## config.mk

```make
export PLATFORM = sky130hd
export DESIGN_NAME = button_debounce_bank
export DESIGN_NICKNAME = d
export VERILOG_FILES = /design/src/rtl/button_debounce_bank.sv
export SDC_FILE = /design/constraint.sdc
export NUM_CORES = 1
export LEC_CHECK = 0
export BUFFER_PORTS_ARGS = -buffer_cell sky130_fd_sc_hd__clkbuf_2
export CORE_ASPECT_RATIO = 0.6
export CORE_UTILIZATION = 30
export DETAILED_ROUTE_END_ITERATION = 10
export SETUP_SLACK_MARGIN = 0.1
export SLEW_MARGIN = 5
export SYNTH_ARGS = -nofsm -noshare
export SYNTH_HDL_FRONTEND = slang
export SYNTH_SLANG_ARGS = --single-unit
```

## constraint.sdc

```tcl
create_clock -name Clk -period 1.1 [get_ports Clk]
set_clock_uncertainty 0.05 [all_clocks]
set_input_delay 0.22 -clock Clk [delete_from_list [all_inputs] [get_ports Clk]]
set_output_delay 0.22 -clock Clk [all_outputs]
set_load 0.02 [all_outputs]
```

## src/rtl/button_debounce_bank.sv

```systemverilog
`default_nettype none
// ============================================================================
// Module      : button_debounce_bank
// Description : Bank of N independent push-button conditioners. Each channel
//               synchronises its raw input, debounces press and release, and
//               emits a press pulse (with optional auto-repeat), a debounced
//               level and a release pulse.
// Revision    : 1.0 - initial release
// ============================================================================
module button_debounce_bank #(
    parameter int N         = 4,
    parameter int DEBOUNCE  = 4,
    parameter int REPEAT_EN = 1,
    parameter int HOLD      = 8,
    parameter int REPEAT    = 4
) (
    input  logic         Clk,
    input  logic         Reset,
    input  logic [N-1:0] Bi,
    output logic [N-1:0] Bo,
    output logic [N-1:0] Level,
    output logic [N-1:0] Rel
);

    typedef enum logic [1:0] {
        ST_IDLE   = 2'd0,
        ST_ARM    = 2'd1,
        ST_HELD   = 2'd2,
        ST_DISARM = 2'd3
    } state_t;

    // Debounce counter holds 0..DEBOUNCE-1; repeat counter covers the longer
    // of the two repeat intervals.
    localparam int c_dcw  = $clog2(DEBOUNCE + 1);
    localparam int c_rmax = (HOLD > REPEAT) ? HOLD : REPEAT;
    localparam int c_rcw  = $clog2(c_rmax + 1);

    localparam logic [c_dcw-1:0] c_deb_last  = c_dcw'(DEBOUNCE - 1);
    localparam logic [c_dcw-1:0] c_deb_one   = c_dcw'(1);
    localparam logic [c_rcw-1:0] c_hold_last = c_rcw'(HOLD - 1);
    localparam logic [c_rcw-1:0] c_rep_last  = c_rcw'(REPEAT - 1);

    logic [N-1:0] r_s1;
    logic [N-1:0] r_s2;

    // Two-flop synchroniser on the raw button inputs
    always_ff @(posedge Clk) begin
        if (Reset) begin
            r_s1 <= '0;
            r_s2 <= '0;
        end else begin
            r_s1 <= Bi;
            r_s2 <= r_s1;
        end
    end

    for (genvar i = 0; i < N; i++) begin : g_chan
        state_t             r_state;
        state_t             w_state_nxt;
        logic [c_dcw-1:0]   r_dcnt;
        logic [c_dcw-1:0]   w_dcnt_nxt;
        logic [c_rcw-1:0]   r_rcnt;
        logic [c_rcw-1:0]   w_rcnt_nxt;
        logic               r_rphase;
        logic               w_rphase_nxt;
        logic               r_bo;
        logic               r_level;
        logic               r_rel;
        logic               w_bo_nxt;
        logic               w_rel_nxt;
        logic               w_s;

        assign w_s = r_s2[i];

        // Next-state, counter and pulse decode for one channel
        always_comb begin
            w_state_nxt  = r_state;
            w_dcnt_nxt   = '0;
            w_rcnt_nxt   = '0;
            w_rphase_nxt = 1'b0;
            w_bo_nxt     = 1'b0;
            w_rel_nxt    = 1'b0;

            case (r_state)
                ST_IDLE: begin
                    if (w_s) begin
                        if (DEBOUNCE == 1) begin
                            w_state_nxt = ST_HELD;
                            w_bo_nxt    = 1'b1;
                        end else begin
                            w_state_nxt = ST_ARM;
                            w_dcnt_nxt  = c_deb_one;
                        end
                    end
                end
                ST_ARM: begin
                    if (!w_s) begin
                        // Glitch shorter than the debounce window: drop it
                        w_state_nxt = ST_IDLE;
                    end else if (r_dcnt == c_deb_last) begin
                        w_state_nxt = ST_HELD;
                        w_bo_nxt    = 1'b1;
                    end else begin
                        w_dcnt_nxt  = r_dcnt + 1'b1;
                    end
                end
                ST_HELD: begin
                    if (!w_s) begin
                        if (DEBOUNCE == 1) begin
                            w_state_nxt = ST_IDLE;
                            w_rel_nxt   = 1'b1;
                        end else begin
                            w_state_nxt = ST_DISARM;
                            w_dcnt_nxt  = c_deb_one;
                        end
                    end
                end
                ST_DISARM: begin
                    if (w_s) begin
                        // Release bounce: back to held silently
                        w_state_nxt = ST_HELD;
                    end else if (r_dcnt == c_deb_last) begin
                        w_state_nxt = ST_IDLE;
                        w_rel_nxt   = 1'b1;
                    end else begin
                        w_dcnt_nxt  = r_dcnt + 1'b1;
                    end
                end
                default: begin
                    w_state_nxt = ST_IDLE;
                end
            endcase

            // Auto-repeat runs only while the channel stays in HELD; any other
            // state clears it so a re-entry restarts the HOLD interval.
            if ((REPEAT_EN != 0) && (r_state == ST_HELD) && (w_state_nxt == ST_HELD)) begin
                if ((!r_rphase && (r_rcnt == c_hold_last)) ||
                    ( r_rphase && (r_rcnt == c_rep_last))) begin
                    w_bo_nxt     = 1'b1;
                    w_rcnt_nxt   = '0;
                    w_rphase_nxt = 1'b1;
                end else begin
                    w_rcnt_nxt   = r_rcnt + 1'b1;
                    w_rphase_nxt = r_rphase;
                end
            end
        end

        // Channel state, counters and registered outputs
        always_ff @(posedge Clk) begin
            if (Reset) begin
                r_state  <= ST_IDLE;
                r_dcnt   <= '0;
                r_rcnt   <= '0;
                r_rphase <= 1'b0;
                r_bo     <= 1'b0;
                r_level  <= 1'b0;
                r_rel    <= 1'b0;
            end else begin
                r_state  <= w_state_nxt;
                r_dcnt   <= w_dcnt_nxt;
                r_rcnt   <= w_rcnt_nxt;
                r_rphase <= w_rphase_nxt;
                r_bo     <= w_bo_nxt;
                r_level  <= (w_state_nxt == ST_HELD) || (w_state_nxt == ST_DISARM);
                r_rel    <= w_rel_nxt;
            end
        end

        assign Bo[i]    = r_bo;
        assign Level[i] = r_level;
        assign Rel[i]   = r_rel;
    end

endmodule
`default_nettype wire

```

; ---- Word level (Yosys, flattened, before mapping)
; Cells that the tools add are included.
[totals]
regBits = 60
latch_bits = 0
ramBits = 0
mem_bits_ro = 0
inputBits = 6
elab_cells = 190
n_memories = 0
[op_classes]
add_sub_neg = 8
n_mul = 0
div = 0
magnitude_cmp = 0
n_eq_ne = 32
shifts = 0
n_mux = 72
bitwise = 8
n_reduce_logical = 40
[ops]
columns = cell, n
row1 = $mux 2, 24
row2 = $pmux 3 s4, 4
row3 = $mux 3, 12
row4 = $eq 2x2->1 const B, 16
row5 = $pmux 2 s4, 4
row6 = $mux 1, 28
row7 = $reduce_or 3->1, 8
row8 = $add 4x1->4 const B, 4
row9 = $eq 4x2->1 const B, 4
row10 = $eq 4x3->1 const B, 4
row11 = $add 3x1->3 const B, 4
row12 = $eq 3x2->1 const B, 4
row13 = $logic_and 1x1->1, 12
row14 = $eq 2x1->1 const B, 4
row15 = $logic_not 2->1, 4
row16 = $logic_or 1x1->1, 8
row17 = $not 1->1, 8
row18 = $reduce_or 2->1, 4
row19 = $logic_not 1->1, 4

; ---- Depth between registers and ports, before layout
; Gate-level depths: netlist of the first run.
[depth]
ltp_word = 8
ltp_mapped = 4

; ---- Worst setup path after synthesis of the first run
; No wires, ideal clock.
[synth_path]
kind = reg-to-reg
start = reg g_chan[3].r_rcnt[0]
end = reg g_chan[3].r_bo
arrival_ns = 1.064
slack_ns = -0.087
stages_incl_launch_ff = 5
n_path_buf = 0
synth_period_minus_slack_ns = 1.187
cell_sequence = dfxtp_1 > ha_1 > nand2b_1 > o32a_1 > nor3b_2
[synth_via]
elab_chain_len = 5
elab_cells_between_ends = 7
[synth_lines]
columns = item, line
row1 = from (decl), 62  ; logic [c_rcw-1:0] r_rcnt;
row2 = from (signal assigned), 162  ; r_rcnt <= w_rcnt_nxt;
row3 = $eq 4x3->1 or $eq 4x2->1 (tied branches), "137, 138"
row4 = "$logic_and 1x1->1, on equally long branches", "137, 138"
row5 = $logic_or 1x1->1 *, 137  ; if ((!r_rphase && (r_rcnt == c_hold_last)) ||
row6 = $mux 1 *, 137
row7 = $mux 1 *, 136  ; if ((REPEAT_EN != 0) && (r_state == ST_HELD) && (w_state_nxt == ST_HELD)) begin
row8 = to (signal assigned), 164  ; r_bo <= w_bo_nxt;
row9 = to (decl), 66  ; logic r_bo;
; Every way passes the cells marked *; elsewhere a longest branch is shown, timed or not.
; A chain may end at the register's enable or synchronous reset.

; ---- Final worst setup path of the first run
[layout_path]
start = reg g_chan[0].r_rcnt[0]
end = reg g_chan[0].r_bo
[layout_via]
elab_chain_len = 5
elab_cells_between_ends = 7
[layout_lines]
columns = item, line
row1 = from (decl), 62
row2 = from (signal assigned), 162
row3 = $eq 4x3->1 or $eq 4x2->1 (tied branches), "137, 138"
row4 = "$logic_and 1x1->1, on equally long branches", "137, 138"
row5 = $logic_or 1x1->1 *, 137
row6 = $mux 1 *, 137
row7 = $mux 1 *, 136
row8 = to (signal assigned), 164
row9 = to (decl), 66
; Marked as above.

==> impl_results.md, run 1 <==
- Worst Hold Class: input pin to register
- Sw frac: 18.9%
- Aggregate routed wire length: 4220 µm
- Final Hold Vio Count: 0
- CTS tree: done
- Post-Layout Inst Area: 3430 µm²
- Die area: 7670 µm²
- CP max FO: 3
- Hpwl dp: 2630 µm
- Synthesized Nets: 222
- Post-Synthesis Cells: 208
- Chip width: 112 µm
- Critical path type: register to register
- Longest Clk Path Bufs: 2
- Setup ws final: -0.0952 ns
- Setup Viol. Count Final: 18
- Layout cells sized above 1: 59.2%
- Critical Path End: g_chan[0].r_bo$_SDFF_PP0_
- DR iter-0 viols: 36
- DR vias/cell: 4.31
- Final Slew Violations: 0
- Synth warn: 0
- Pleak: 0.00127 µW
- Combinational Power Share: 2.0%
- Worst vdd ir: 0.000704 V
- DRC Markers: 0
- # IOs: 18
- Die height: 68.3 µm
- Initial antenna violation count: 0
- M1 wire length: 2010 µm
- DRT antenna net count: 0
- Vias in the first global route: 1529
- NumNets Final: 279
- Sw Pwr: 885 µW
- Largest family of logic cells by synthesized area: simple AND/OR/NAND/NOR gates
- Power density over cell area: 1370 nW/µm²
- CTS Sinks: 57
- Arrival time at the worst endpoint: 1.39 ns
- Total GRT Usage: 12.3%
- Root Buffer: clkbuf_16
- Sequential fraction of the synthesis area: 52.0%
- WL met3: 172 µm
- DR vias: 1524
- CP required: 1.29 ns
- Maxcap violations: 0
- Final worst path period share: 109%
- WHS Path Cells: 2
- Starting Density: 31.9%
- CP Capture Type: register
- Ant diodes: 0
- Sequential Power Share: 44.8%
- Yosys top cell area share: 52.0%
- GRT overflow: 0
- Metal2 WL: 1990 µm
- Max layer used: met4
- Fmax: 837 MHz
- Relative slew slack: 75.3%
- P_int: 3800 µW
- Synth Area in Compound Gates: 5.93%
- XOR/XNOR share of the synthesized area: 6.39%
- Wire length per cell: 11.9 µm
- Yosys top cell by area: dfxtp_1
- Worst Setup Start Kind: register
- Mux contribution to synthesized area: 1.82%
- Status: complete, but fails checks
- R2R Path End: g_chan[0].r_bo$_SDFF_PP0_
- Synth top area cells: dfxtp_1, nor2_1, ha_1, buf_4, xnor2_1
- Fin crit period: 1.20 ns
- Drt pass-1 iters: 6
- Port bufs: 17
- Worst-Margin Slew: 0.369 ns
- Number of synthesized register bits: 57
- Failing checks: negative setup slack
- Pwr Total: 4680 µW
- Clock slew at reported path FFs: 0.05 ns
- Reg2Reg Setup Slack: -0.1 ns
- First-pass GRT wire length: 6980 µm
- Core area: 6880 µm²
- Crit Reg-Reg Startpoint: g_chan[0].r_rcnt[0]$_SDFF_PP0_
- Row cnt: 23
- CP Launch Point: g_chan[0].r_rcnt[0]$_SDFF_PP0_
- Syn Area/Cell: 10.6 µm²
- Gpl congestion: 0.714
- Post-Synth Adder-Cell Area: 4.56%
- CTS Buf Count: 9
- Largest net degree at the start of global routing: 15
- Simple-gate portion of the synthesized area: 22.7%
- RSZ-0062 raised after global routing: yes
- Mapped Area: 2190 µm²
- Reg2Reg Depth: 4
- Clk_lat worst skew: 0.32 ns
- Clock Power Share: 53.1%
- Yosys cell types: 26
- Htree depth: 3
- Leading cell type in the layout, fill and taps excluded: buf_4
- Most frequent cells in the layout: buf_4, dfxtp_2, nor2_1
- DP Area: 2590 µm²
- Area Overhead vs Synth: 56.1%
-- power by group through the flow --
stage / Sequential (µW) / Combinational, µW / Clock (µW)
2_1_floorplan: 2140 / 44.6 / 0
3_3_place_gp: 2150 / 78.3 / 0
3_5_place_dp: 2150 / 79.5 / 0
4_1_cts: 2110 / 87.7 / 2570
5_1_grt: 2100 / 104 / 2660
6_report: 2100 / 94.2 / 2490
-- cells in the mapped netlist --
| cell type | n |
|---|---|
| nor3b_1 | 4 |
| nand3b_1 | 7 |
| and3b_1 | 3 |
| xnor2_1 | 9 |
| nor2b_1 | 8 |
| o32a_1 | 4 |
| nand3_1 | 4 |
| ha_1 | 8 |
| o21a_1 | 4 |
| clkbuf_1 | 1 |
| and4bb_2 | 4 |
| and2_1 | 1 |
| dfxtp_1 | 57 |
| nor2_1 | 29 |
| a21boi_0 | 4 |
| inv_1 | 11 |
| buf_2 | 2 |
| buf_4 | 12 |
| and4_1 | 1 |
| o21ai_0 | 6 |
| nor3b_2 | 3 |
| nor4b_1 | 4 |
| xor2_1 | 7 |
| and4b_1 | 1 |
| nand2b_1 | 10 |
| mux2i_1 | 4 |
-- final cells by class --
| cell class | count | area (µm²) |
|---|---|---|
| repair buffers | 61 | 573 |
| well taps | 87 | 109 |
| inverters | 11 | 41.3 |
| multi-input cells | 125 | 1230 |
| fillers | 596 | 3450 |
| flip-flops and latches | 57 | 1200 |
| clock buffers | 13 | 270 |
-- kinds of logic after synthesis --
| family | Yosys count |
|---|---|
| fa+ha+maj | 8 |
| compound gates | 18 |
| buf+inv | 26 |
| simple gates | 79 |
| flops | 57 |
| xor+xnor | 16 |
| mux | 4 |
-- metrics by stage --
stage	TNS [ns]	cells	hold WS (ns)	setup WS, ns	utilization [%]
after floorplan	-0.0723	208	0.298	-0.0317	-
after detailed placement	-2.80	322	0.368	-0.164	37.7
final	-1.15	354	0.0639	-0.0952	49.8
after CTS	-1.03	348	0.0533	-0.124	47.2
after global placement	-1.86	322	0.362	-0.114	37.7
after global routing	-2.62	354	0.0517	-0.193	49.8
-- sequential cells by signal, summed over array words and instances, names as in the netlist --
| register | flops |
|---|---|
| g_chan.r_rcnt | 16 |
| g_chan.r_dcnt | 12 |
| g_chan.r_state | 7 |
| g_chan.r_bo | 4 |
| g_chan.r_rel | 4 |
| g_chan.r_rphase | 4 |
| r_s1 | 4 |
| r_s2 | 4 |
| g_chan.r_level | 2 |
-- timing repair --
action,4_1_cts,5_1_grt
gates resized for setup,77,46
hold buffers,0,0
endpoints found under the hold margin,0,0
setup buffers,13,9
pin swaps,20,25
endpoints found under the setup margin,55,58
-- routing by layer --
layer	up-vias	track usage (%)
li1	796	-
met1	704	14.1
met2	18	20.0
met3	6	6.38
met4	0	5.00
met5	-	0
-- critical path, stage by stage (launching register included) --
cell and delay, ns:
dfxtp_4 0.36, ha_4 0.14, nand2b_4 0.07, o32a_1 0.35, nor3b_2 0.15
-- how the worst min path moves through the flow --
| stage | from | end | slack (ns) |
|---|---|---|---|
| detailed placement | g_chan[3].r_rcnt[0]$_SDFF_PP0_ | g_chan[3].r_rcnt[0]$_SDFF_PP0_ | 0.37 |
| CTS | Bi[3] | r_s1[3]$_SDFF_PP0_ | 0.05 |
| floorplan | Bi[0] | r_s1[0]$_SDFF_PP0_ | 0.30 |
| finish | Bi[0] | r_s1[0]$_SDFF_PP0_ | 0.06 |
| global placement | g_chan[3].r_rcnt[0]$_SDFF_PP0_ | g_chan[3].r_rcnt[0]$_SDFF_PP0_ | 0.36 |
| global route | Bi[3] | r_s1[3]$_SDFF_PP0_ | 0.05 |
Note: power is estimated with default switching activity, not from simulation.
==> run 2, diff against run 1 <==
CORE_UTILIZATION = 35   (was 30)
==> impl_results.md, run 2 (same netlist as run 1, synthesis figures left out) <==
- Crit Reg-Reg Startpoint: g_chan[0].r_dcnt[0]$_SDFF_PP0_
- Clock slew at reported path FFs: 0.07 ns
- Clock Power Share: 46.5%
- DR vias/cell: 4.44
- CTS tree: done
- CP max FO: 4
- CP Launch Point: g_chan[0].r_dcnt[0]$_SDFF_PP0_
- Initial antenna violation count: 0
- DRC Markers: 0
- Min Hold Slack: 0.0511 ns
- Fin crit period: 1.20 ns
- Worst vdd ir: 0.000702 V
- Port bufs: 17
- CP required: 1.29 ns
- DR vias: 1546
- Final Hold Vio Count: 0
- Final worst path period share: 109%
- CTS hold repair buffers: 0
- Core area: 5810 µm²
- CP Capture Type: register
- First-pass GRT wire length: 7020 µm
- CTS Sinks: 57
- Biggest register: g_chan.r_rcnt
- Arrival time at the worst endpoint: 1.39 ns
- Total GRT Usage: 14.1%
- R2R Path End: g_chan[0].r_rel$_SDFF_PP0_
- P_int: 3230 µW
- Maxcap violations: 0
- Hpwl dp: 2440 µm
- Worst-Margin Slew: 0.381 ns
- Setup WS pre-CTS: -0.138 ns
- Sequential Power Share: 51.4%
- Longest Clk Path Bufs: 2
- Power density over cell area: 1240 nW/µm²
- Drt pass-1 iters: 4
- Gpl congestion: 0.722
- Starting Density: 37.8%
- Failing checks: negative setup slack
- Row cnt: 21
- Hold Path Sink: r_s1[3]$_SDFF_PP0_
- Status: complete, but fails checks
- RSZ-0062 raised after global routing: yes
- Biggest regs: g_chan.r_rcnt: 16 flops, g_chan.r_dcnt: 12 flops, g_chan.r_state: 7 flops
- Fmax: 833 MHz
- Sw frac: 20.9%
- Vias in the first global route: 1476
- Die area: 6600 µm²
- Sw Pwr: 853 µW
- NumNets Final: 277
- Most frequent cells in the layout: buf_4, dfxtp_2, nor2_1
- Layout cells sized above 1: 58.6%
- Reg2Reg Depth: 4
- DRT antenna net count: 0
- Worst Setup Start Kind: register
- Max reg flops: 16
- Combinational Power Share: 2.1%
- Clk_lat worst skew: 0.33 ns
- Wire length per cell: 12.1 µm
- Critical path type: register to register
- Worst Hold Class: input pin to register
- Final Slew Violations: 0
- Setup Viol. Count Final: 19
- # IOs: 18
- Root Buffer: clkbuf_8
- WHS Path Cells: 2
- Final core occ: 56.9%
- Die height: 63.3 µm
- Relative slew slack: 74.4%
- Largest net degree at the start of global routing: 14
- DR iter-0 viols: 25
- Area Overhead vs Synth: 50.6%
- Reg2Reg Setup Slack: -0.10 ns
- Setup ws final: -0.100 ns
- CTS Buf Count: 9
- Pleak: 0.00123 µW
- Worst Hold Launch: Bi[3]
- Aggregate negative setup slack: -1.39 ns
- Ant diodes: 0
- Leading cell type in the layout, fill and taps excluded: buf_4
- GRT overflow: 0
- Chip width: 104 µm
- Aggregate routed wire length: 4200 µm
- Htree depth: 3
run 2: changes by cell type in the layout (fill, tap and decap cells not counted), sizes merged:
| cell | previous run | this run |
|---|---|---|
| buf | 56 | 54 |
| bufinv | 0 | 1 |
| clkinv | 0 | 2 |
run 2: cell type report:
type | count | area, µm²
Clock buffer | 13 | 149
Clock inverter | 3 | 40.0
Multi-Input combinational cell | 125 | 1220
Sequential cell | 57 | 1200
Timing Repair Buffer | 59 | 554
Fill cell | 490 | 2500
Inverter | 11 | 43.8
Tap cell | 80 | 100
run 2: layer usage:
metal / wire length [µm] / share of wire, % / GRT usage (%) / up-vias
li1: - / - / - / 793
met1: 2120 / 50 / 17.6 / 727
met2: 1870 / 44 / 20.3 / 21
met3: 168 / 4.0 / 6.73 / 5
met4: 46 / 1.1 / 7.50 / 0
met5: 0 / 0 / 0 / -
run 2: power by group through the flow:
stage	registers [µW]	logic [µW]	clock network, µW
after floorplan	2140	44.6	0
after global placement	2150	70.1	0
after detailed placement	2150	72.5	0
after CTS	2090	84.0	1960
after global routing	2100	98.0	2070
final	2100	87.2	1900
run 2: through the flow:
stage | area (µm²) | total power [µW] | instances
6_report | 3300 | 4080 | 348
5_1_grt | 3300 | 4270 | 348
4_1_cts | 3140 | 4140 | 343
3_5_place_dp | 2560 | 2220 | 312
3_3_place_gp | 2560 | 2220 | 312
2_1_floorplan | 2310 | 2190 | 208
run 2: repair_timing:
action | in CTS | in global routing
buffers inserted | 15 | 8
endpoints found under the setup margin | 55 | 58
gates resized for setup | 77 | 40
endpoints found under the hold margin | 0 | 0
pin swaps | 26 | 19
run 2: worst max path at each step:
stage	end	slack, ns	depth (start not counted)
2_1_floorplan	g_chan[0].r_bo$_SDFF_PP0_	-0.03	4
6_report	g_chan[0].r_rel$_SDFF_PP0_	-0.10	4
4_1_cts	Level[3]	-0.13	2
5_1_grt	g_chan[3].r_state[1]$_SDFF_PP0_	-0.15	5
3_5_place_dp	g_chan[0].r_rcnt[3]$_SDFF_PP0_	-0.14	4
3_3_place_gp	g_chan[2].r_dcnt[0]$_SDFF_PP0_	-0.11	4
run 2: critical path: stages, from the launching register on:
cell	delay (ns)
dfxtp_2	0.35
ha_4	0.13
nand3b_1	0.17
buf_4	0.19
nor4b_2	0.21
==> run 3, diff against run 2 <==
CELL_PAD_IN_SITES_DETAIL_PLACEMENT = 1   (was not set)
CELL_PAD_IN_SITES_GLOBAL_PLACEMENT = 1   (was not set)
PLACE_DENSITY_LB_ADDON = 0.1   (was not set)
==> impl_results.md, run 3 (same netlist as run 1, synthesis figures left out) <==
- Initial antenna violation count: 0
- Min Hold Slack: 0.0630 ns
- Vias in the first global route: 1771
- Setup ws final: -0.116 ns
- CTS Buf Count: 9
- DR vias/cell: 4.49
- Drt pass-1 iters: 4
- Largest net degree at the start of global routing: 12
- Core area: 5810 µm²
- Htree depth: 3
- Status: complete, but fails checks
- Worst Hold Class: input pin to register
- CP required: 1.25 ns
- Sequential Power Share: 54.8%
- Ant diodes: 0
- Final Hold Vio Count: 0
- Crit path max-delay family: flip-flops
- Met1 Usage GRT: 18.1%
- Layout cells sized above 1: 58.9%
- Longest Clk Path Bufs: 2
- P_int: 3040 µW
- Most frequent cells in the layout: buf_4, dfxtp_2, nor2_1
- GRT overflow: 0
- DR vias: 1573
- Final Slew Violations: 0
- Maxcap violations: 0
- WHS Path Cells: 2
- Fin crit period: 1.22 ns
- Leading cell type in the layout, fill and taps excluded: buf_4
- Final worst path period share: 111%
- Arrival time at the worst endpoint: 1.36 ns
- # IOs: 18
- Chip width: 104 µm
- Area Overhead vs Synth: 50.5%
- Biggest regs: g_chan.r_rcnt: 16 flops, g_chan.r_dcnt: 12 flops, g_chan.r_state: 7 flops
- Total GRT Usage: 16.6%
- # fillers: 614
- Hpwl dp: 3120 µm
- DRC Markers: 0
- Root Buffer: clkbuf_8
- Sw Pwr: 779 µW
- DRT antenna net count: 0
- Max reg flops: 16
- Clock slew at reported path FFs: 0.06 ns
- Power density over cell area: 1160 nW/µm²
- Row cnt: 21
- Setup Viol. Count Final: 18
- Gpl congestion: 0.754
- DR iter-0 viols: 23
- Failing checks: negative setup slack
- Post-Layout Inst Area: 3300 µm²
- Starting Density: 37.8%
- Worst Setup Start Kind: register
- CTS hold repair buffers: 0
- Gr busiest metal: met2
- Pleak: 0.00123 µW
- Sw frac: 20.4%
- Die height: 63.3 µm
- First-pass GRT wire length: 8450 µm
- Die area: 6600 µm²
- Buf+Inv Stages, Crit Path: 1
- Critical path type: register to register
- Biggest register: g_chan.r_rcnt
- Clk_lat worst skew: 0.32 ns
- Critical-path cell list: ha_4, nand3b_1, buf_4, mux2i_2, nor2_1
- RSZ-0062 raised after global routing: yes
- Relative slew slack: 75.0%
- Combinational Power Share: 2.4%
- CP max FO: 4
- Slowest stage cell, crit path: dfxtp_2
- Wire length per cell: 14.3 µm
- Critical Path Stages: 5
- Max stage delay on crit path: 0.33 ns
- Fmax: 822 MHz
- Port bufs: 17
- Met2 usage: 30.1%
- CTS Sinks: 57
- NumNets Final: 281
- Worst vdd ir: 0.000586 V
- Reg2Reg Depth: 5
- DP Area: 2570 µm²
- Aggregate routed wire length: 5020 µm
- CP Capture Type: register
- Clock Power Share: 42.8%
- Worst-Margin Slew: 0.372 ns
- Grt met3 use: 6.00%
- Setup WS pre-CTS: -0.151 ns
- CTS tree: done
-- run 3: per-layer routing --
metal	routed length, µm	part of all wire, %
met1	2320	46
met3	121	2.4
met4	19	0.38
met5	0	0
met2	2550	51
-- run 3: worst paths after layout --
path                                           to  slack [ns]                            from
hold / removal                 r_s1[2]$_SDFF_PP0_        0.06                           Bi[2]
setup / recovery  g_chan[3].r_state[1]$_SDFF_PP0_       -0.12  g_chan[3].r_dcnt[0]$_SDFF_PP0_
setup reg to reg  g_chan[3].r_state[1]$_SDFF_PP0_       -0.12  g_chan[3].r_dcnt[0]$_SDFF_PP0_
hold reg to reg                r_s2[3]$_SDFF_PP0_        0.39              r_s1[3]$_SDFF_PP0_
-- run 3: stage by stage --
step                power, µW  util [%]  setup TNS, ns  instances
finish                   3820      56.9          -1.25        350
global route             4000      56.9          -2.33        350
CTS                      3880      54.1          -1.13        343
detailed placement       2230      44.2          -1.94        313
global placement         2220      44.2         -0.723        313
floorplan                2190         -        -0.0723        208
-- run 3: layout make-up --
type                       count  area [µm²]  share of cell area [%]
tap                           80         100                    3.03
inverter                      11        41.3                    1.25
clock buffer                  14         163                    4.93
sequential                    57        1200                    36.4
multi-input combinational    125        1220                    36.8
timing repair buffer          63         581                    17.6
-- run 3: repair_timing --
item,in CTS,in global routing
endpoints found under the hold margin,0,0
resized for setup,81,37
endpoints found under the setup margin,56,59
pin swaps,24,22
buffers inserted,16,9
-- run 3: power groups by stage --
| stage | logic [µW] | clock network, µW | registers, µW |
|---|---|---|---|
| global route | 102 | 1800 | 2100 |
| CTS | 87.3 | 1700 | 2100 |
| global placement | 74.0 | 0 | 2150 |
| detailed placement | 77.3 | 0 | 2150 |
| finish | 92.9 | 1630 | 2100 |
| floorplan | 44.6 | 0 | 2140 |
